[config.mk]
export PLATFORM = sky130hd
export DESIGN_NAME = vec_decode_stage
export DESIGN_NICKNAME = d
export VERILOG_FILES = /design/src/rtl/vec_decode_pkg.sv /design/src/rtl/vec_decode_stage_scoreboard.sv /design/src/rtl/vec_decode_stage.sv
export SDC_FILE = /design/constraint.sdc
export NUM_CORES = 1
export LEC_CHECK = 0
export CAP_MARGIN = 20
export CORE_MARGIN = 8
export CORE_UTILIZATION = 36
export CTS_BUF_LIST = sky130_fd_sc_hd__clkbuf_4 sky130_fd_sc_hd__clkbuf_8 sky130_fd_sc_hd__clkbuf_16
export DETAILED_ROUTE_END_ITERATION = 10
export HOLD_SLACK_MARGIN = 0.12
export PLACE_DENSITY = 0.71
export SYNTH_ARGS = -nofsm -noshare
export SYNTH_HDL_FRONTEND = slang
export SYNTH_SLANG_ARGS = --single-unit
export TNS_END_PERCENT = 5
[constraint.sdc]
create_clock -name clk -period 1 [get_ports clk]
set_clock_uncertainty 0.05 [all_clocks]
set_input_delay 0.1 -clock clk [delete_from_list [all_inputs] [get_ports clk]]
set_output_delay 0.1 -clock clk [all_outputs]
set_load 0.1 [all_outputs]
[src/rtl/vec_decode_pkg.sv]
`default_nettype none
// +----------------------------------------------------------------------------+
// | Module      : vec_decode_pkg                                               |
// | Description : Opcode / register-class encodings and decoded-bundle types   |
// |               shared by the vector decode stage and its scoreboard.        |
// | Revision    : 1.0  initial release                                         |
// +----------------------------------------------------------------------------+
package vec_decode_pkg;

  localparam logic [2:0] OP_MOV_SI  = 3'b000;
  localparam logic [2:0] OP_MOV_SV  = 3'b001;
  localparam logic [2:0] OP_ADD_SI  = 3'b010;
  localparam logic [2:0] OP_SUB_SI  = 3'b011;
  localparam logic [2:0] OP_MUL_VS  = 3'b100;
  localparam logic [2:0] OP_ADD_VV  = 3'b101;
  localparam logic [2:0] OP_DIV_VS  = 3'b110;
  localparam logic [2:0] OP_ILLEGAL = 3'b111;

  localparam logic [2:0] RT_SV     = 3'b000;
  localparam logic [2:0] RT_VS     = 3'b001;
  localparam logic [2:0] RT_SIMM   = 3'b010;
  localparam logic [2:0] RT_VV     = 3'b011;
  localparam logic [2:0] RT_SARITH = 3'b100;

  localparam int VD_REG_AW = 3;
  localparam int VD_IMM_W  = 8;

  typedef struct packed {
    logic [4:0] ex_ctrl;
    logic [3:0] mem_ctrl;
    logic [1:0] wb_ctrl;
    logic [2:0] reg_type;
    logic       des_type;
    logic       illegal;
  } vd_ctrl_t;

  typedef struct packed {
    vd_ctrl_t               ctrl;
    logic [VD_REG_AW-1:0]   oper1;
    logic [VD_REG_AW-1:0]   oper2;
    logic [VD_REG_AW-1:0]   oper3;
    logic [VD_IMM_W-1:0]    imm;
  } vd_bundle_t;

  function automatic logic op_is_vs(input logic [2:0] op);
    return (op == OP_MUL_VS) || (op == OP_DIV_VS);
  endfunction

endpackage
`default_nettype wire

[src/rtl/vec_decode_stage_scoreboard.sv]
`default_nettype none
// +----------------------------------------------------------------------------+
// | Module      : vec_scoreboard                                               |
// | Description : Pending-write bits for scalar and vector register files,     |
// |               index = {is_vec, reg}. Set wins over a same-cycle clear.     |
// | Revision    : 1.0  initial release                                         |
// +----------------------------------------------------------------------------+
module vec_scoreboard
  import vec_decode_pkg::*;
#(
  parameter int REG_AW = 3
) (
  input  logic            clk,
  input  logic            rst,
  input  logic            i_set_en,
  input  logic [REG_AW:0] i_set_idx,
  input  logic            i_clr_en,
  input  logic [REG_AW:0] i_clr_idx,
  input  logic [REG_AW:0] i_dst_idx,
  input  logic [REG_AW:0] i_src_a_idx,
  input  logic [REG_AW:0] i_src_b_idx,
  input  logic [REG_AW:0] i_src_c_idx,
  output logic            o_dst_busy,
  output logic            o_src_a_busy,
  output logic            o_src_b_busy,
  output logic            o_src_c_busy
);

  localparam int c_DEPTH = 2 ** (REG_AW + 1);

  logic [c_DEPTH-1:0] r_pending;

  // Set is written last so it overrides a clear of the same bit.
  always_ff @(posedge clk) begin
    if (rst) begin
      r_pending <= '0;
    end else begin
      if (i_clr_en) r_pending[i_clr_idx] <= 1'b0;
      if (i_set_en) r_pending[i_set_idx] <= 1'b1;
    end
  end

  assign o_dst_busy   = r_pending[i_dst_idx];
  assign o_src_a_busy = r_pending[i_src_a_idx];
  assign o_src_b_busy = r_pending[i_src_b_idx];
  assign o_src_c_busy = r_pending[i_src_c_idx];

endmodule
`default_nettype wire

[src/rtl/vec_decode_stage.sv]
`default_nettype none
// +----------------------------------------------------------------------------+
// | Module      : vec_decode_stage                                             |
// | Description : Registered instruction-decode stage with valid/ready on both |
// |               sides. Define HAZARD_CHECK_EN to build the RAW/WAW scoreboard|
// |               stall; otherwise writeback inputs are ignored.               |
// | Revision    : 1.0  initial release                                         |
// +----------------------------------------------------------------------------+
module vec_decode_stage
  import vec_decode_pkg::*;
#(
  parameter int INSTR_W = 20,
  parameter int REG_AW  = 3,
  parameter int IMM_W   = 8
) (
  input  logic               clk,
  input  logic               rst,
  input  logic               in_valid,
  output logic               in_ready,
  input  logic [INSTR_W-1:0] in_instr,
  output logic               out_valid,
  input  logic               out_ready,
  output logic [4:0]         ex_ctrl,
  output logic [3:0]         mem_ctrl,
  output logic [1:0]         wb_ctrl,
  output logic [REG_AW-1:0]  oper1,
  output logic [REG_AW-1:0]  oper2,
  output logic [REG_AW-1:0]  oper3,
  output logic [IMM_W-1:0]   imm,
  output logic [2:0]         reg_type,
  output logic               des_type,
  output logic               illegal,
  input  logic               wb_valid,
  input  logic [REG_AW-1:0]  wb_reg,
  input  logic               wb_is_vec
);

  localparam int c_TOP = INSTR_W - 1;

  logic              w_funct;
  logic [2:0]        w_op;
  logic [1:0]        w_wb;
  logic [REG_AW-1:0] w_f1, w_f2, w_f3;
  logic [IMM_W-1:0]  w_imm_fld;

  assign w_funct   = in_instr[c_TOP];
  assign w_op      = in_instr[c_TOP-1 -: 3];
  assign w_wb      = in_instr[c_TOP-4 -: 2];
  assign w_f1      = in_instr[c_TOP-6 -: REG_AW];
  assign w_f2      = in_instr[c_TOP-6-REG_AW -: REG_AW];
  assign w_f3      = in_instr[c_TOP-6-2*REG_AW -: REG_AW];
  assign w_imm_fld = in_instr[IMM_W-1:0];

  vd_ctrl_t          w_ctrl;
  logic [REG_AW-1:0] w_oper1, w_oper2, w_oper3;
  logic [IMM_W-1:0]  w_imm;
  logic              w_imm_sel;
  logic              w_write;
  logic              w_src_a_en, w_src_b_en, w_src_c_en;
  logic [REG_AW:0]   w_src_a_idx, w_src_b_idx, w_src_c_idx;
  logic [REG_AW:0]   w_dst_idx;

  // Source slots: a reads via f2, b via f3, c via f1.
  always_comb begin
    w_ctrl      = '0;
    w_oper1     = '0;
    w_oper2     = '0;
    w_oper3     = '0;
    w_imm       = '0;
    w_imm_sel   = 1'b0;
    w_write     = 1'b0;
    w_src_a_en  = 1'b0;
    w_src_b_en  = 1'b0;
    w_src_c_en  = 1'b0;
    w_src_a_idx = '0;
    w_src_b_idx = '0;
    w_src_c_idx = '0;
    if (w_funct) begin
      w_oper1         = w_f1;
      w_oper2         = w_f2;
      w_ctrl.reg_type = RT_VS;
      w_ctrl.des_type = 1'b1;
      w_src_a_en      = 1'b1;
      w_src_a_idx     = {1'b0, w_f2};
      if (w_op[0]) begin
        w_src_c_en  = 1'b1;
        w_src_c_idx = {1'b1, w_f1};
      end else begin
        w_write = w_wb[0];
      end
    end else begin
      case (w_op)
        OP_MOV_SI: begin
          w_oper1         = w_f1;
          w_imm           = w_imm_fld;
          w_ctrl.reg_type = RT_SIMM;
          w_imm_sel       = 1'b1;
          w_write         = w_wb[0];
        end
        OP_MOV_SV: begin
          w_oper1         = w_f1;
          w_oper2         = w_f2;
          w_ctrl.reg_type = RT_SV;
          w_ctrl.des_type = 1'b1;
          w_src_a_en      = 1'b1;
          w_src_a_idx     = {1'b0, w_f2};
          w_write         = w_wb[0];
        end
        OP_ADD_SI, OP_SUB_SI: begin
          w_oper1         = w_f1;
          w_imm           = w_imm_fld;
          w_ctrl.reg_type = RT_SARITH;
          w_imm_sel       = 1'b1;
          w_src_c_en      = 1'b1;
          w_src_c_idx     = {1'b0, w_f1};
          w_write         = w_wb[0];
        end
        OP_MUL_VS, OP_DIV_VS, OP_ADD_VV: begin
          w_oper1         = w_f1;
          w_oper2         = w_f2;
          w_oper3         = w_f3;
          w_ctrl.reg_type = op_is_vs(w_op) ? RT_VS : RT_VV;
          w_ctrl.des_type = 1'b1;
          w_src_a_en      = 1'b1;
          w_src_a_idx     = {1'b1, w_f2};
          w_src_b_en      = 1'b1;
          w_src_b_idx     = {~op_is_vs(w_op), w_f3};
          w_write         = w_wb[0];
        end
        default: begin
          w_ctrl.illegal = 1'b1;
        end
      endcase
    end
    w_ctrl.ex_ctrl  = {w_funct, w_op, w_imm_sel};
    w_ctrl.mem_ctrl = {w_funct, w_op};
    w_ctrl.wb_ctrl  = w_ctrl.illegal ? 2'b00 : {w_wb[1], w_write};
  end

  assign w_dst_idx = {w_ctrl.des_type, w_f1};

  logic r_out_valid;
  logic w_hazard;
  logic w_accept;

  assign in_ready = (!r_out_valid || out_ready) && !w_hazard;
  assign w_accept = in_valid && in_ready;

`ifdef HAZARD_CHECK_EN
  logic w_dst_busy, w_a_busy, w_b_busy, w_c_busy;

  vec_scoreboard #(
    .REG_AW (REG_AW)
  ) u_scoreboard (
    .clk          (clk),
    .rst          (rst),
    .i_set_en     (w_accept && w_write),
    .i_set_idx    (w_dst_idx),
    .i_clr_en     (wb_valid),
    .i_clr_idx    ({wb_is_vec, wb_reg}),
    .i_dst_idx    (w_dst_idx),
    .i_src_a_idx  (w_src_a_idx),
    .i_src_b_idx  (w_src_b_idx),
    .i_src_c_idx  (w_src_c_idx),
    .o_dst_busy   (w_dst_busy),
    .o_src_a_busy (w_a_busy),
    .o_src_b_busy (w_b_busy),
    .o_src_c_busy (w_c_busy)
  );

  assign w_hazard = (w_write    && w_dst_busy) ||
                    (w_src_a_en && w_a_busy)   ||
                    (w_src_b_en && w_b_busy)   ||
                    (w_src_c_en && w_c_busy);
`else
  logic w_unused_hz;
  assign w_hazard    = 1'b0;
  assign w_unused_hz = ^{wb_valid, wb_reg, wb_is_vec, w_src_a_en, w_src_b_en, w_src_c_en,
                         w_src_a_idx, w_src_b_idx, w_src_c_idx, w_dst_idx};
`endif

  vd_ctrl_t          r_ctrl;
  logic [REG_AW-1:0] r_oper1, r_oper2, r_oper3;
  logic [IMM_W-1:0]  r_imm;

  // Bundle registers load only on accept, so they are held while stalled.
  always_ff @(posedge clk) begin
    if (rst) begin
      r_out_valid <= 1'b0;
      r_ctrl      <= '0;
      r_oper1     <= '0;
      r_oper2     <= '0;
      r_oper3     <= '0;
      r_imm       <= '0;
    end else if (w_accept) begin
      r_out_valid <= 1'b1;
      r_ctrl      <= w_ctrl;
      r_oper1     <= w_oper1;
      r_oper2     <= w_oper2;
      r_oper3     <= w_oper3;
      r_imm       <= w_imm;
    end else if (out_ready) begin
      r_out_valid <= 1'b0;
    end
  end

  assign out_valid = r_out_valid;
  assign ex_ctrl   = r_ctrl.ex_ctrl;
  assign mem_ctrl  = r_ctrl.mem_ctrl;
  assign wb_ctrl   = r_ctrl.wb_ctrl;
  assign reg_type  = r_ctrl.reg_type;
  assign des_type  = r_ctrl.des_type;
  assign illegal   = r_ctrl.illegal;
  assign oper1     = r_oper1;
  assign oper2     = r_oper2;
  assign oper3     = r_oper3;
  assign imm       = r_imm;

endmodule
`default_nettype wire

==> results.md <==
- Startpoint Class: flop
- Core box area: 3660 µm²
- Post-synth top area cell: sky130_fd_sc_hd__dfxtp_1
- WHS Endpoint: reg_type[1]$_SDFFE_PP0P_
- Total internal power: 2.31 mW
- Total wirelength of the detailed-routed design: 4850 µm
- Routed Antenna Nets: 0
- Netlist area before placement: 1370 µm²
- Tightest hold margin: 0.187 ns
- Routability-driven placement congestion ratio: 0.753
- Area taken by flip-flops and latches: about 650 µm²
- Port-buffer cells: 58
- Overall Global Routing Usage: 0.158
- Flip-flop and latch count after synthesis: 30
- Worst Max-Slew Pin Slew: 0.337 ns
- HP Start: in_instr[19]
- Number of nets produced by synthesis: 175
- Register clock-pin slew on the reported worst setup and hold paths: 0.07 ns
- Die Ht: approximately 78 µm
- Final min period: 1.29 ns
- Pin count of the biggest net entering global routing: 24
- Buffers from clock root to sink, at most: 2
- I/O pins: 64
- Count of max-cap constraint violations: 0
- Violations in the final reports: negative setup slack
- WP data required: 0.85 ns
- Effective utilization at floorplan: 0.373
- Number of nets at the end of the flow: 252
- Latest clock arrival within the worst-skew pair: 0.27 ns
- Fraction of power spent switching nets: 0.347
- DR iter-0 viols: 82
- Part of the power in the clock network: 0.292
- Maximum VDD drop: about 820 µV
- Vias in the first global route: 1,606
- Static leakage power: 1.06 nW
- Wire length of the first global-routing pass: 7760 µm
- Cell count after placement: 260
- Result of the run: complete, but fails checks
- Final setup violation count: 32
- WL per Instance: 17.8 µm
- Avg Inst Size Synth: 9.36 µm²
- Final setup TNS: -5.65 ns
- Number of distinct standard cells referenced by the synthesized netlist: 35
- Area of combinational cells with multiple inputs: 723 µm²
- Max Transition Viols Final: 0
- Die area: roughly 6000 µm²
- Inserted Clock Buffers: 5
- Largest fanout on the critical path: 4
- Fmax achieved: 776 MHz
- Share of synthesized area occupied by flip-flops and latches: 0.440
- Count of non-filler cells in the finished layout: 273
- Reg-to-reg critical path endpoint: oper2[0]$_SDFFE_PP0P_
- Worst path setup slack after routing: -0.288 ns
- Yosys top cell area share: 0.440
- Sum of overflow across all layers after global routing: 0
- Detailed-route via count: 1,433
- Share of post-route cells with drive strength above 1: 0.585
- Instance count along the most critical hold path: 4
- Slack of the worst reg-to-reg path: -0.24 ns
- Area after DPL: 2480 µm²
- # H-tree levels: 2
- Net Sw Power: 1.23 mW
- Number of antenna violations at the first check in global routing: 1
- Area growth syn-to-layout: 103%
- Post-Layout Inst Area: around 2800 µm²
- Data arrival, critical path: 1.14 ns
- Power density cells: 1280 nW/µm²
- Max-Slew Margin vs Limit: 0.776
- Clock sink count: 30
- Final Hold Viols: 0
- RSZ-0062 raised after global routing: yes
- Overall die width: 77.6 µm
- Gate count after technology mapping: around 150
- Iteration count of the initial detailed-routing pass: 4
- Part of the cycle the worst path needs: 1.29
- Synth area leaders: sky130_fd_sc_hd__dfxtp_1, sky130_fd_sc_hd__o32ai_1, sky130_fd_sc_hd__a21oi_1
- Worst Reg2Reg Path Length in Cells: 5
- Worst reg2reg startpoint: out_valid$_SDFFE_PP0P_
- Synth warn: 0
- Min-delay worst type: in2reg
- Library cell used as clock root buffer: sky130_fd_sc_hd__clkbuf_8
- Post-detailed-placement half-perimeter wirelength: ~3500 µm
- Number of cell rows: 22
- Flop pwr share: 0.372
- CTS tree: yes
- Number of vias per cell after detailed routing: 5.25
- Crit. End Element: output port
- Combinational cell fraction of total power: 0.337
- Hold-fix buffer count after cts: 0
- Overall power of the completed layout: about 3.5 mW
- Number of filler instances in the final layout: 250
- Worst setup path category: reg2out
- Residual DRC count: 0
==> routing by layer <==
layer,global-route usage,share of wire
met1,0.144,0.37
met2,0.290,0.53
met3,0.0783,0.077
met4,0.0642,0.018
met5,0,0
==> synthesized netlist by cell type (all sizes together) <==
library cell	number
buf	12
o21ai	11
nand4b	5
nand2b	7
dfxtp	30
nand4	7
nor2	3
inv	16
o21ba	1
xnor2	1
nand2	2
o32ai	15
a21boi	2
nor2b	2
nor3b	1
or3b	3
nor3	2
a211oi	1
a21oi	14
nor4	1
clkbuf	4
nand3	6
==> sequential cells by signal, indices dropped and copies added, names as in the netlist <==
name,count
imm,8
reg_type,3
oper1,3
ex_ctrl,5
des_type,1
illegal,1
oper3,3
wb_ctrl,2
oper2,3
out_valid,1
==> critical path, stage by stage, from the launching register on <==
cell	delay, ns
sky130_fd_sc_hd__dfxtp_4	0.34
sky130_fd_sc_hd__nor2b_4	0.18
sky130_fd_sc_hd__inv_4	0.07
sky130_fd_sc_hd__buf_6	0.12
sky130_fd_sc_hd__buf_12	0.15
==> power by group through the flow <==
stage / registers [mW] / logic, mW / clock network [mW]
5_1_grt: 1.32 / 1.24 / 1.08
3_3_place_gp: 1.34 / 1.10 / 0
6_report: 1.31 / 1.19 / 1.03
4_1_cts: 1.31 / 1.17 / 1.03
3_5_place_dp: 1.34 / 1.12 / 0
2_1_floorplan: 1.67 / 0.307 / 0
==> what timing repair did <==
item                                   4_1_cts  5_1_grt
pin swaps                                   10        6
gates cloned                                 0        0
gates resized for setup                     25       23
endpoints found under the hold margin        0        0
setup buffers                                4        0
setup endpoints to repair                   47       45
==> stage by stage <==
stage / utilization / setup slack, ns
3_3_place_gp: 0.678 / -0.421
2_1_floorplan: - / -0.386
3_5_place_dp: 0.678 / -0.472
5_1_grt: 0.756 / -0.321
6_report: 0.756 / -0.288
4_1_cts: 0.737 / -0.279
==> area by class of cell <==
class                           instances  area share
Timing Repair Buffer                   86       0.425
Multi-Input combinational cell         84       0.261
Sequential cell                        30       0.235
Clock buffer                            7      0.0325
Inverter                               16      0.0226
Tap cell                               48      0.0217
Clock inverter                          1     0.00181
Antenna cell                            1    0.000904
==> logic make-up after synthesis <==
logic type      share of synthesized area
compound gates                      0.226
xor+xnor                          0.00641
buf+inv                             0.116
flops                               0.440
simple gates                        0.212
==> worst max path at each step <==
stage	start	end	cells past startpoint	slack [ns]
CTS	out_valid$_SDFFE_PP0P_	in_ready	4	-0.28
floorplan	out_valid$_SDFFE_PP0P_	imm[5]$_SDFFE_PP0P_	5	-0.39
global placement	out_ready	imm[1]$_SDFFE_PP0P_	5	-0.42
global route	out_valid$_SDFFE_PP0P_	in_ready	4	-0.32
finish	out_valid$_SDFFE_PP0P_	in_ready	4	-0.29
detailed placement	in_instr[19]	imm[5]$_SDFFE_PP0P_	4	-0.47
==> cell usage in the layout (no fill, tap or decap), types with 2 or more instances in the layout <==
master                             n
sky130_fd_sc_hd__buf_12           36
sky130_fd_sc_hd__dfxtp_2          24
sky130_fd_sc_hd__buf_4            23
sky130_fd_sc_hd__clkdlybuf4s50_1  19
sky130_fd_sc_hd__inv_1            14
sky130_fd_sc_hd__o32ai_2           9
sky130_fd_sc_hd__a21oi_1           8
sky130_fd_sc_hd__a21oi_2           6
sky130_fd_sc_hd__nand4_1           6
sky130_fd_sc_hd__o32ai_1           6
sky130_fd_sc_hd__nand2b_1          6
sky130_fd_sc_hd__clkbuf_8          6
sky130_fd_sc_hd__o21ai_1           5
sky130_fd_sc_hd__dfxtp_4           5
sky130_fd_sc_hd__o21ai_0           4
sky130_fd_sc_hd__nand4b_1          4
sky130_fd_sc_hd__buf_6             4
sky130_fd_sc_hd__nand3_2           3
sky130_fd_sc_hd__or3b_1            3
sky130_fd_sc_hd__nand3_1           3
sky130_fd_sc_hd__dlymetal6s2s_1    3
sky130_fd_sc_hd__a21boi_1          2
sky130_fd_sc_hd__nor2_1            2
sky130_fd_sc_hd__o21ai_2           2
sky130_fd_sc_hd__nand2_1           2
(Power assumes the default switching activity.)
